File: src/rtl/merge_n.sv
// merge_n: select-driven N-to-1 token merge with a small output FIFO.
// A select token names which input supplies the next data token. That token
// is routed into the FIFO, and the FSM then returns to wait for the next select.
module merge_n #(
  parameter int WIDTH  = 9,
  parameter int NUM_IN = 2,
  parameter int SEL_W  = $clog2(NUM_IN),
  parameter int DEPTH  = 2
) (
  input  logic                    clk,
  input  logic                    rst_n,
  input  logic                    sel_valid,
  output logic                    sel_ready,
  input  logic [SEL_W-1:0]        sel_data,
  input  logic [NUM_IN-1:0]       in_valid,
  output logic [NUM_IN-1:0]       in_ready,
  input  logic [NUM_IN*WIDTH-1:0] in_data,
  output logic                    out_valid,
  input  logic                    out_ready,
  output logic [WIDTH-1:0]        out_data,
  output logic                    err_sel,
  output logic [15:0]             tok_cnt
);

  localparam int AW = $clog2(DEPTH);
  localparam logic [SEL_W:0] NUM_IN_L = (SEL_W+1)'(NUM_IN);

  typedef enum logic {IDLE, ROUTE} state_t;

  state_t                       state_q, state_d;
  logic [SEL_W-1:0]             sel_q, sel_d;
  logic                         err_q, err_d;
  logic [15:0]                  tok_cnt_q, tok_cnt_d;
  logic [AW:0]                  wr_ptr_q, wr_ptr_d, rd_ptr_q, rd_ptr_d;
  logic [WIDTH-1:0]             mem_q [DEPTH];
  logic [WIDTH-1:0]             mem_d [DEPTH];

  logic [NUM_IN-1:0][WIDTH-1:0] in_vec;
  logic                         fifo_full, fifo_empty;
  logic                         sel_ok, push, pop, route_open;

  assign in_vec = in_data;

  // Extra pointer bit separates full (MSBs differ) from empty (pointers equal).
  assign fifo_empty = (wr_ptr_q == rd_ptr_q);
  assign fifo_full  = (wr_ptr_q[AW] != rd_ptr_q[AW]) &&
                      (wr_ptr_q[AW-1:0] == rd_ptr_q[AW-1:0]);

  assign sel_ok = ({1'b0, sel_data} < NUM_IN_L);

  // Readiness depends only on state and FIFO fullness, never on out_ready.
  assign route_open = rst_n && (state_q == ROUTE) && !fifo_full;
  assign sel_ready  = rst_n && (state_q == IDLE);

  // Only the latched input's ready is asserted; the others stay low.
  for (genvar i = 0; i < NUM_IN; i++) begin : g_rdy
    assign in_ready[i] = route_open && (sel_q == SEL_W'(i));
  end

  assign out_valid = !fifo_empty;
  assign out_data  = fifo_empty ? '0 : mem_q[rd_ptr_q[AW-1:0]];
  assign pop       = out_valid && out_ready;
  assign err_sel   = err_q;
  assign tok_cnt   = tok_cnt_q;

  // FSM next-state plus the select latch, error flag and token counter.
  always_comb begin
    state_d   = state_q;
    sel_d     = sel_q;
    err_d     = err_q;
    tok_cnt_d = tok_cnt_q;
    push      = 1'b0;
    unique case (state_q)
      IDLE: begin
        if (sel_valid) begin
          if (sel_ok) begin
            sel_d   = sel_data;
            state_d = ROUTE;
          end else begin
            err_d = 1'b1;  // consume the bad token, stay in IDLE
          end
        end
      end
      ROUTE: begin
        if (route_open && in_valid[sel_q]) begin
          push      = 1'b1;
          tok_cnt_d = tok_cnt_q + 16'd1;
          state_d   = IDLE;
        end
      end
      default: state_d = IDLE;
    endcase
  end

  // FIFO pointer advance and storage write.
  always_comb begin
    wr_ptr_d = wr_ptr_q + (AW+1)'(push);
    rd_ptr_d = rd_ptr_q + (AW+1)'(pop);
    mem_d    = mem_q;
    if (push) mem_d[wr_ptr_q[AW-1:0]] = in_vec[sel_q];
  end

  // Control state with synchronous reset.
  always_ff @(posedge clk) begin
    if (!rst_n) begin
      state_q   <= IDLE;
      sel_q     <= '0;
      err_q     <= 1'b0;
      tok_cnt_q <= '0;
      wr_ptr_q  <= '0;
      rd_ptr_q  <= '0;
    end else begin
      state_q   <= state_d;
      sel_q     <= sel_d;
      err_q     <= err_d;
      tok_cnt_q <= tok_cnt_d;
      wr_ptr_q  <= wr_ptr_d;
      rd_ptr_q  <= rd_ptr_d;
    end
  end

  // FIFO storage; contents are don't-care while empty since out_data is gated.
  always_ff @(posedge clk) begin
    mem_q <= mem_d;
  end

endmodule
File: config.mk
export PLATFORM = sky130hd
export DESIGN_NAME = merge_n
export DESIGN_NICKNAME = d
export VERILOG_FILES = /design/src/rtl/merge_n.sv
export SDC_FILE = /design/constraint.sdc
export NUM_CORES = 1
export LEC_CHECK = 0
export ABC_AREA = 1
export BUFFER_PORTS_ARGS = -buffer_cell sky130_fd_sc_hd__buf_2
export CAP_MARGIN = 10
export CORE_UTILIZATION = 52
export DETAILED_ROUTE_END_ITERATION = 12
export PLACE_DENSITY_LB_ADDON = 0.12
export SYNTH_ARGS = -nofsm -noshare
export SYNTH_HDL_FRONTEND = slang
export SYNTH_SLANG_ARGS = --single-unit
File: constraint.sdc
create_clock -name clk -period 2 [get_ports clk]
set_input_delay 0.3 -clock clk [delete_from_list [all_inputs] [get_ports clk]]
set_output_delay 0.3 -clock clk [all_outputs]
set_load 0.05 [all_outputs]
======== Yosys cells after proc, flatten, opt, wreduce, memory -nomap -nowiden ========
Index checks and enable logic that the tools add are counted.
storage, ports and cells
  register bits ........................... 40
  input port bits ......................... 25
  word-level logic and storage cells ...... 50
operators by class
  $lt $le $gt $ge ......................... 4
  eq/ne operators ......................... 3
  bitwise operators ....................... 4
  muxes and demuxes ....................... 16
  add/sub/neg operators ................... 3
  reductions and logical operators ........ 13
operators with widths
  operator                 number
  $mux W9                  7
  $bwmux W18               1
  $add A16 B1 Y16 const B  1
  $demux W9 S1             1
  $logic_and A1 B1 Y1      9
  $mux W1                  6
  $add A2 B1 Y2            2
  $ge A2 B2 Y1 const B     2
  $not A1 Y2               2
  $reduce_and A2 Y1        2
  $eq A2 B2 Y1             1
  $logic_not A1 Y1         2
  $lt A1 B2 Y1 const B     1
  $lt A2 B1 Y1 const B     1
  $not A1 Y1               2
  $pmux W1 S2              1
  $eq A1 B1 Y1             1
  $ne A1 B1 Y1             1

======== Logic depth before layout (Yosys ltp) ========
  word-level depth ........................ 8
  gate-level depth with buffers ........... 10
  depth with buffers taken out ............ 10

======== Worst setup path after synthesis ========
No wires, ideal clock.
  path type ............................... register to output
  start ................................... register rd_ptr_q[0]
  end ..................................... output port out_data[0]
  path slack .............................. -0.399 ns
  cell stages (with the launch flop) ...... 7
  data arrival time ....................... 2.099 ns
  cell sequence ........................... dfxtp_1 -> buf_6 -> nand2_2 -> nand2_4 -> nand2_1 -> clkinv_1 -> a21oi_1
on the way
  longest elaborated chain between the ends .. 5
  elaborated cells on any way between the ends .. 6
  those cells by class .................... eq/ne: 1; mux: 4; bitwise: 1
ends and longest elaborated chain
  what                                         line  RTL
  from (decl)                                  34    logic [AW:0] wr_ptr_q, wr_ptr_d, rd_ptr_q, rd_ptr_d;
  from (signal assigned)                       118   rd_ptr_q <= rd_ptr_d;
  $not A1 Y2 (implied by the code)             61    assign out_data = fifo_empty ? '0 : mem_q[rd_ptr_q[AW-1:0]];
  $mux W9 (implied by the code) (3 in series)  61
  $mux W9 *                                    61
  to (decl)                                    20    output logic [WIDTH-1:0] out_data,
Every way passes the cells marked *; elsewhere a longest branch is shown, timed or not. The select of a mux whose other input is x is not followed.

======== Worst setup path after layout ========
  start ................................... register rd_ptr_q[0]
  end ..................................... output port out_data[8]
Same word-level chain as after synthesis.

==> reports/results.tsv <==
stage	metric	value	unit
cells_and_area	Layout Nets	357	
cts	hold buffers post-CTS	0	
timing	final hold vios	0	
pwr	Pleak	1.14	nW
cts	CTS tree	built	
placed_design	DP HPWL	3280	um
global_route	GRT overflow	0	
timing	setup TNS	0	ns
setup_path	R2R Path End	mem_q[17]	
timing	hold_ws	0.294	ns
timing	pins over their slew limit	0	
placed_design	DP Worst Slack	0.294	ns
global_route	global-route wire length before repair	7450	um
die	Die Width	65.7	um
logic_synthesis	area leader, netlist	edfxtp_1	
setup_path	CP Data Required Time	1.70	ns
timing	clk_skew	0.00565	ns
pwr	Cell Int Power	1.25	mW
setup_path	reg-to-reg startpoint	rd_ptr_q[0]	
global_route	largest net degree at the start of global routing	17	
job	max-cap check violation count	0	
global_route	GRT Util Overall	23.2	%
detailed_routing	DRT antenna net count	0	
hold_path	Hold Crit Class	in2reg	
logic_synthesis	Avg Inst Size Synth	7.87	um^2
global_route	initial antenna violation count	0	
cts	postcts setup bufs	0	
global_route	vias in the first global route	1693	
logic_synthesis	most frequent cell after synthesis	nand2_1	
detailed_routing	Routed WL per cell	12.1	um
detailed_routing	Pre-antenna DRT Iters	4	
cells_and_area	layout cells sized above 1	31.9	%
timing	post-route setup slack	0.106	ns
logic_synthesis	Syn. warnings	0	
die	initial core utilization	55.9	%
setup_path	critical path class	reg2out	
pwr	Seq pwr share	48.1	%
cts	H-Tree Depth	2	
logic_synthesis	mapped cell area	2110	um^2
timing	Peak Freq	528	MHz
pwr	Logic pwr share	23.8	%
pwr	Net Sw Power	607	uW
setup_path	critical-path maximum fanout	10	
setup_path	Worst R2R Setup Slack	0.31	ns
logic_synthesis	Mapped Nets	297	
logic_synthesis	Synth top area share	25.6	%
detailed_routing	Vias/cell	4.91	
setup_path	Setup crit end	out_data[8]	
logic_synthesis	Syn Inst Count	268	
pwr	Switching Fraction	32.7	%
cells_and_area	non-filler cells, final	377	
detailed_routing	Via Count	1850	
timing	RSZ-0062 raised after global routing	false	
setup_path	Startpoint Class	flip-flop	
cells_and_area	# diodes	0	
cells_and_area	P&R area growth vs syn	25.3	%
placed_design	GPL Wtd Cong	0.808	
die	Vert. Die Dim	65.7	um
logic_synthesis	ys async rst share	0	%
pwr	Clock Power Share	28.1	%
setup_path	critical path arrival	1.59	ns
cts	Max clock buf depth	2	
detailed_routing	DRC	0	
logic_synthesis	Synth top cells by count	99 x nand2_1, 35 x nor2_1, 22 x dfxtp_1, 18 x edfxtp_1, 17 x a21oi_1	
pwr	Peak VDD IR	0.439	mV
cts	clock transition at the registers of the reported paths	0.08	ns
detailed_routing	final WL	4550	um
setup_path	worst setup path start	rd_ptr_q[0]	
cts	CTS Buf Count	5	
cts	insertion delay to the later sink of the worst-skew pair	0.29	ns
logic_synthesis	Synth area leaders	edfxtp_1 26%, dfxtp_1 21%, nand2_1 18%	
detailed_routing	DRT iter0 DRCs	48	
die	I/O pins	55	
setup_path	Worst Reg2Reg Path Length in Cells	7	
placed_design	PortBufs	53	
pwr	Pwr per Cell Area	703	nW/um^2
setup_path	Worst setup EP type	output pin	
logic_synthesis	number of flops mapped to enable cells by yosys	18	
timing	Tcrit/Tclk final	94.7	%
timing	fin crit period	1.89	ns
die	core area	3770	um^2
placed_design	Inst Count DP	368	
logic_synthesis	most used flip-flop cell after synthesis	dfxtp_1	
logic_synthesis	Seq cells post-synth	40	
timing	# setup viols final	0	
logic_synthesis	Seq/Total Area, Yosys	46.5	%
logic_synthesis	Synth cell types	29	
cts	clk sinks	40	
die	Die Area	4310	um^2
cts	Root Buffer	clkbuf_8	
run_status	status	finished, final reports clean	
die	Rows	22	
-- logic make-up after synthesis --
family,synth area share (%)
flip-flops,46.5
AND/OR/NAND/NOR,33.5
adder cells (fa/ha/maj),2.37
XOR/XNOR,3.32
other,0.178
AO/OA/AOI/OAI,6.88
buffers and inverters,7.18
-- cells in the final DEF, fill, tap and decap left out --
master,n
a21oi_1,8
a21oi_2,5
a21oi_4,9
buf_2,44
buf_4,15
clkbuf_4,1
clkbuf_8,5
clkinv_2,2
clkinv_4,2
conb_1,1
dfxtp_1,22
edfxtp_1,18
ha_1,4
inv_1,16
inv_2,3
inv_4,2
nand2_1,98
nand2_2,10
nand2_4,4
nand3_1,8
nand3_4,1
nand4_1,3
nor2_1,35
nor2_2,1
nor2_8,1
o21ai_0,2
o22ai_1,1
xnor2_1,3
xor2_1,5
-- routing by layer --
metal / part of all wire [%] / wire, um / GRT usage, %
met1: 42 / 1920 / 27.1
met2: 51 / 2320 / 41.7
met3: 5.2 / 237 / 3.65
met4: 1.6 / 72 / 9.51
met5: 0 / 0 / 0
-- final cells by class --
cell class | instances | area, um^2
clock buffers | 5 | 68.8
clock inverters | 3 | 18.8
fillers | 310 | 1130
inverters | 21 | 86.3
multi-input cells | 199 | 1080
flip-flops and latches | 40 | 981
well taps | 48 | 60.1
repair buffers | 60 | 340
repair inverters | 1 | 6.26
-- state kept, by name, indices dropped and copies added (netlist names) --
name	count
mem_q	18
state_q	1
tok_cnt	16
rd_ptr_q	2
sel_q	1
wr_ptr_q	2
-- power groups by stage --
stage / clock network [mW] / registers (mW) / logic [mW]
detailed placement: 0 / 0.911 / 0.422
global route: 0.559 / 0.894 / 0.474
global placement: 0 / 0.910 / 0.414
CTS: 0.531 / 0.892 / 0.433
finish: 0.522 / 0.892 / 0.441
floorplan: 0 / 0.913 / 0.327
-- stage by stage --
| stage | utilization (%) | area [um^2] | power (mW) |
|---|---|---|---|
| floorplan | - | 2210 | 1.24 |
| global placement | 66.9 | 2520 | 1.32 |
| detailed placement | 66.9 | 2520 | 1.33 |
| CTS | 69.7 | 2630 | 1.86 |
| global route | 70.0 | 2640 | 1.93 |
| finish | 70.0 | 2640 | 1.86 |
-- timing repair --
item	4_1_cts	5_1_grt
hold endpoints to repair	0	0
cloned	0	1
gates resized for setup	8	3
setup endpoints to repair	8	9
-- how the worst min path moves through the flow --
stage,slack [ns],cells past startpoint,startpoint,to
after floorplan,0.49,2,sel_data,sel_q
after global placement,0.49,2,tok_cnt[1],tok_cnt[1]
after detailed placement,0.50,2,tok_cnt[1],tok_cnt[1]
after CTS,0.30,3,in_data[0],mem_q[0]
after global routing,0.31,3,in_data[4],mem_q[13]
final,0.29,3,in_data[0],mem_q[0]
-- critical path: stages (launching register included) --
cell,delay (ns)
dfxtp_1,0.41
inv_2,0.13
nand2_4,0.08
nand2_4,0.05
nand2_2,0.13
clkinv_4,0.14
a21oi_4,0.12
clkbuf_4,0.23
Power figures use the tool's default switching activity.
